## config.mk

```make
export PLATFORM = sky130hd
export DESIGN_NAME = regfile_debug_master
export DESIGN_NICKNAME = d
export VERILOG_FILES = /design/src/rtl/regfile_debug_master.sv
export SDC_FILE = /design/constraint.sdc
export NUM_CORES = 1
export LEC_CHECK = 0
export ABC_AREA = 1
export CELL_PAD_IN_SITES_DETAIL_PLACEMENT = 2
export CELL_PAD_IN_SITES_GLOBAL_PLACEMENT = 2
export CORE_MARGIN = 2
export CORE_UTILIZATION = 25
export CTS_CLUSTER_SIZE = 8
export DETAILED_ROUTE_END_ITERATION = 10
export PLACE_DENSITY = 0.76
export SYNTH_ARGS = -nofsm -noshare
export SYNTH_HDL_FRONTEND = slang
export SYNTH_SLANG_ARGS = --single-unit
```

## constraint.sdc

```tcl
create_clock -name clk -period 1.7 [get_ports clk]
set_clock_uncertainty 0.05 [all_clocks]
set_input_delay 0.255 -clock clk [delete_from_list [all_inputs] [get_ports clk]]
set_output_delay 0.255 -clock clk [all_outputs]
set_load 0.01 [all_outputs]
```

## src/rtl/regfile_debug_master.sv

```systemverilog
// Debug-port initiator for the 8 x 8-bit CPU register file.
// Halts the core via halt_req/halt_ack, then reads, writes or dumps the file
// and returns each result on a valid/ready response channel.
module regfile_debug_master #(
  parameter int unsigned HALT_TIMEOUT = 255
) (
  input  logic       clk,
  input  logic       rst,
  input  logic       cmd_valid,
  output logic       cmd_ready,
  input  logic [1:0] cmd_op,
  input  logic [2:0] cmd_reg,
  input  logic [7:0] cmd_data,
  output logic       rsp_valid,
  input  logic       rsp_ready,
  output logic [2:0] rsp_reg,
  output logic [7:0] rsp_data,
  output logic       rsp_last,
  output logic       rsp_err,
  output logic       halt_req,
  input  logic       halt_ack,
  output logic [2:0] rf_read_reg,
  input  logic [7:0] rf_read_data,
  output logic       rf_write_en,
  output logic [2:0] rf_write_reg,
  output logic [7:0] rf_write_data
);

  typedef enum logic [1:0] {StIdle, StHalt, StExec, StResp} state_e;

  localparam logic [1:0] OpRead  = 2'b00;
  localparam logic [1:0] OpWrite = 2'b01;
  localparam logic [1:0] OpDump  = 2'b10;
  localparam logic [1:0] OpBad   = 2'b11;

  state_e     state_q, state_d;
  logic [1:0] op_q;
  logic [2:0] reg_q;
  logic [7:0] data_q;
  logic [2:0] idx_q;
  logic [7:0] cnt_q;
  logic       halt_q;
  logic [2:0] rsp_reg_q;
  logic [7:0] rsp_data_q;
  logic       rsp_last_q;
  logic       rsp_err_q;

  logic timeout_hit;
  logic dump_more;

  // Last waiting cycle is the HALT_TIMEOUT-th one spent in HALT.
  assign timeout_hit = (cnt_q == 8'(HALT_TIMEOUT - 1));
  // Another dump beat follows only after a successful, non-final beat.
  assign dump_more   = (op_q == OpDump) && (idx_q != 3'd7) && !rsp_err_q;

  // State register.
  always_ff @(posedge clk or posedge rst) begin
    if (rst) begin
      state_q <= StIdle;
    end else begin
      state_q <= state_d;
    end
  end

  // Next-state selection.
  always_comb begin
    state_d = state_q;
    unique case (state_q)
      StIdle: begin
        if (cmd_valid) state_d = (cmd_op == OpBad) ? StResp : StHalt;
      end
      StHalt: begin
        if (halt_ack)         state_d = StExec;
        else if (timeout_hit) state_d = StResp;
      end
      StExec: state_d = StResp;
      StResp: begin
        if (rsp_ready) state_d = dump_more ? StExec : StIdle;
      end
      default: state_d = StIdle;
    endcase
  end

  // Command latch, counters, halt request and registered response fields.
  always_ff @(posedge clk or posedge rst) begin
    if (rst) begin
      op_q       <= 2'b00;
      reg_q      <= 3'd0;
      data_q     <= 8'h00;
      idx_q      <= 3'd0;
      cnt_q      <= 8'h00;
      halt_q     <= 1'b0;
      rsp_reg_q  <= 3'd0;
      rsp_data_q <= 8'h00;
      rsp_last_q <= 1'b0;
      rsp_err_q  <= 1'b0;
    end else begin
      unique case (state_q)
        StIdle: begin
          if (cmd_valid) begin
            op_q   <= cmd_op;
            reg_q  <= cmd_reg;
            data_q <= cmd_data;
            idx_q  <= 3'd0;
            cnt_q  <= 8'h00;
            if (cmd_op == OpBad) begin
              rsp_reg_q  <= cmd_reg;
              rsp_data_q <= 8'h00;
              rsp_last_q <= 1'b1;
              rsp_err_q  <= 1'b1;
            end else begin
              halt_q <= 1'b1;
            end
          end
        end
        StHalt: begin
          if (!halt_ack) begin
            if (timeout_hit) begin
              halt_q     <= 1'b0;
              rsp_reg_q  <= reg_q;
              rsp_data_q <= 8'h00;
              rsp_last_q <= 1'b1;
              rsp_err_q  <= 1'b1;
            end else begin
              cnt_q <= cnt_q + 8'd1;
            end
          end
        end
        StExec: begin
          rsp_err_q <= 1'b0;
          if (op_q == OpDump) begin
            rsp_reg_q  <= idx_q;
            rsp_data_q <= rf_read_data;
            rsp_last_q <= (idx_q == 3'd7);
          end else begin
            rsp_reg_q  <= reg_q;
            rsp_last_q <= 1'b1;
            if (op_q == OpRead)    rsp_data_q <= rf_read_data;
            else if (reg_q == 3'd0) rsp_data_q <= 8'h00;
            else                    rsp_data_q <= data_q;
          end
        end
        StResp: begin
          if (rsp_ready) begin
            if (dump_more) idx_q <= idx_q + 3'd1;
            else           halt_q <= 1'b0;
          end
        end
        default: ;
      endcase
    end
  end

  // Outputs: handshakes from state, register-file ports only during EXEC.
  always_comb begin
    cmd_ready     = (state_q == StIdle);
    rsp_valid     = (state_q == StResp);
    rsp_reg       = rsp_reg_q;
    rsp_data      = rsp_data_q;
    rsp_last      = rsp_last_q;
    rsp_err       = rsp_err_q;
    halt_req      = halt_q;
    rf_read_reg   = 3'd0;
    rf_write_en   = 1'b0;
    rf_write_reg  = 3'd0;
    rf_write_data = 8'h00;
    if (state_q == StExec) begin
      rf_read_reg = (op_q == OpDump) ? idx_q : reg_q;
      if (op_q == OpWrite) begin
        rf_write_en   = (reg_q != 3'd0);
        rf_write_reg  = reg_q;
        rf_write_data = data_q;
      end
    end
  end

endmodule
```

==> results.py <==
metrics = {
    "cells_and_area": {
        "layout_common_cells": "nand2_1 (79), dfrtp_1 (39), clkdlybuf4s50_1 (39)",
        "syn2layout_area_growth_pct": 64.19,
        "fin_util": 0.4211,
        "design_area_um2": 3872,
        "multi_input_area_um2": 1463,
        "antenna_cells": 0,
        "register_area_um2": 1002,
        "nets": 456,
        "n_fill_cell": 1045,
        "layout_commonest_cell": "nand2_1",
        "final_layout_size_suffix_gt1_frac": 0.3483,
    },
    "floorplan": {
        "coreArea_um2": 9196,
        "die_h_um": 101.1,
        "num_rows": 35,
        "io_pins": 57,
        "dieWidth_um": 101.1,
        "die-area_um2": 10230,
        "start_util": 0.2565,
    },
    "synth": {
        "synth_ff_type": "dfrtp_1",
        "synth.distinct_cells": 26,
        "yosysSeqAreaShare": 0.4244,
        "synth_warnings": 0,
        "ys_async_sr_fraction": 1.000,
        "synth_fp_nets": 358,
        "synth.cell_area_um2": 2359,
        "synth_edf_count": 0,
        "synthCells": 323,
        "avgSynthCellArea_um2": 7.302,
        "synth.ff_latch_count": 40,
    },
    "critical_path": {
        "critPathLaunchType": "flip-flop",
        "r2r-end": "state_q[1]",
        "cp_slowest_cell": "dfrtp_1",
        "slowest_delay_ns": 0.41,
        "cp.buffers_inverters": 3,
        "r2r_slack_ns": 0.01,
        "r2r_start": "state_q[1]",
        "endpoint_kind": "output port",
        "critPathRequiredTime_ns": 1.39,
        "crit_fanout": 5,
        "worstPathCellList": "inv_2 > ha_4 > nand2_4 > buf_6 > nor2_1 > buf_2",
        "endpoint": "rf_write_reg[1]",
        "path_class": "reg2out",
        "crit_start": "state_q[0]",
        "ff2ff_path_depth": 10,
        "crit_cells": 6,
        "cp_top_family": "flip-flops",
        "critPathArrivalTime_ns": 1.40,
    },
    "clock_network": {
        "ctsHoldBuffers": 0,
        "cts_tree": "done",
        "htreeDepth": 2,
        "numCtsBuffers": 5,
        "root_buffer": "clkbuf_8",
        "cts_buffer_depth": 2,
        "clk_pin_slew_ns": 0.09,
        "clk_latency_ns": 0.30,
        "cts_sinks": 40,
    },
    "sta": {
        "min_period_over_period": 1.003,
        "final.setup.tns_ns": -0.01068,
        "slew_viol_final": 0,
        "setup_ws_ns": -0.004612,
        "rsz0062_at_grt": "yes",
        "hold_ws_ns": 0.2666,
        "finalSetupViolCount": 3,
        "finalCriticalPeriod_ns": 1.705,
        "worst_pin_slew_ns": 0.2843,
        "fmax_mhz": 586.6,
        "hold_violations": 0,
        "slew_headroom": 0.8100,
    },
    "grt": {
        "grtUsageMet2": 0.3194,
        "overflow": 0,
        "grt_antenna_before_repair": 0,
        "gr-max-usage-layer": "met2",
        "grt_pass1_wl_um": 14280,
        "grt_usage": 0.1784,
        "grt_use_met1": 0.2260,
        "grt_pass1_vias": 2763,
        "use_met3": 0.02346,
        "grt_max_degree": 41,
    },
    "run_status": {
        "violations": "setup timing",
        "status": "finished, violations left",
    },
    "power_and_ir_drop": {
        "p_per_area_nw_per_um2": 1973,
        "vdd_drop_max_mv": 0.6462,
        "p_leak_nw": 1.864,
    },
    "route": {
        "drcViolationCount": 0,
        "antenna_left": 0,
        "first_pass_iters": 4,
        "drt_wl_total_um": 9361,
        "wl_per_cell_um": 17.56,
        "vias": 2516,
        "post_drt_via_cell_ratio": 4.720,
        "drtIter0Drc": 44,
    },
    "min_path": {
        "hp-class": "in2async",
    },
    "placement": {
        "place.gp.congestion": 0.8219,
        "post-dp-hpwl_um": 6173,
        "portBuffers": 56,
        "dpl_cell_area_um2": 3272,
    },
    "run": {
        "maxCapViolations": 0,
    },
}
logic make-up after synthesis:
kind of cell | synth area share
simple gates | 0.3114
compound gates | 0.1045
buf+inv | 0.09973
fa+ha+maj | 0.04775
mux | 0.004774
xor+xnor | 0.007428
flops | 0.4244
worst register-to-register path: cells and delay by family (launching register included):
| family | cells | cell delay, ns |
|---|---|---|
| flip-flops | 1 | 0.47 |
| buffers and inverters | 3 | 0.41 |
| adder cells (fa/ha/maj) | 1 | 0.15 |
| AND/OR/NAND/NOR | 6 | 0.51 |
where the power goes:
part / switching [W] / leakage (nW) / internal (W)
clock: 0.000376 / 0.0645 / 0.000519
sequential: 0.000292 / 0.502 / 0.00133
combinational: 0.00286 / 1.30 / 0.00227
total: 0.00352 / 1.86 / 0.00411
cells in the mapped netlist, types with 2 or more instances:
cell type	instances	area share
clkbuf_1	4	0.0064
nand4_1	3	0.0080
nand2_4	2	0.0095
dfrtp_1	40	0.42
inv_1	42	0.067
ha_1	9	0.048
buf_2	2	0.0042
nand2_2	2	0.0053
nor2_1	34	0.054
o21ai_0	19	0.040
nand3_1	30	0.064
buf_4	2	0.0064
nand2_1	100	0.16
a21oi_1	14	0.030
buf_6	3	0.014
o21ai_2	7	0.026
area by class of cell:
type | instances | share of cell area
Multi-Input combinational cell | 232 | 0.3777
Tap cell | 111 | 0.03586
Clock buffer | 7 | 0.02488
Clock inverter | 1 | 0.007754
Inverter | 43 | 0.04330
Sequential cell | 40 | 0.2588
Timing Repair Buffer | 99 | 0.2517
layer usage:
metal,up-vias,part of all wire
li1,1208,-
met1,1258,0.42
met2,40,0.55
met3,10,0.021
met4,0,0.015
met5,-,0
repair_timing:
item                                   CTS  global route
pin swaps                                2            12
endpoints found under the hold margin    0             0
setup buffers                            3             3
setup endpoints to repair               44            42
cloned                                   1             4
gates resized for setup                 91           104
stage by stage:
stage                     power [W]  cells  setup WS [ns]
after floorplan            0.003598    323        0.04886
after detailed placement   0.005302    514        -0.1823
after CTS                  0.006586    526       -0.05740
final                      0.007640    533      -0.004612
after global routing       0.008241    533        -0.1315
after global placement     0.005126    514       -0.08980
how the worst min path moves through the flow:
stage | startpoint | to | depth (start not counted)
floorplan | cmd_op[1] | op_q[1] | 1
global placement | rsp_reg[1] | rsp_reg[1] | 2
detailed placement | rsp_reg[1] | rsp_reg[1] | 2
CTS | rst | cnt_q[3] | 3
global route | rst | cnt_q[5] | 3
finish | rst | rsp_last | 3
No activity file was read; power rests on OpenSTA's default activity.
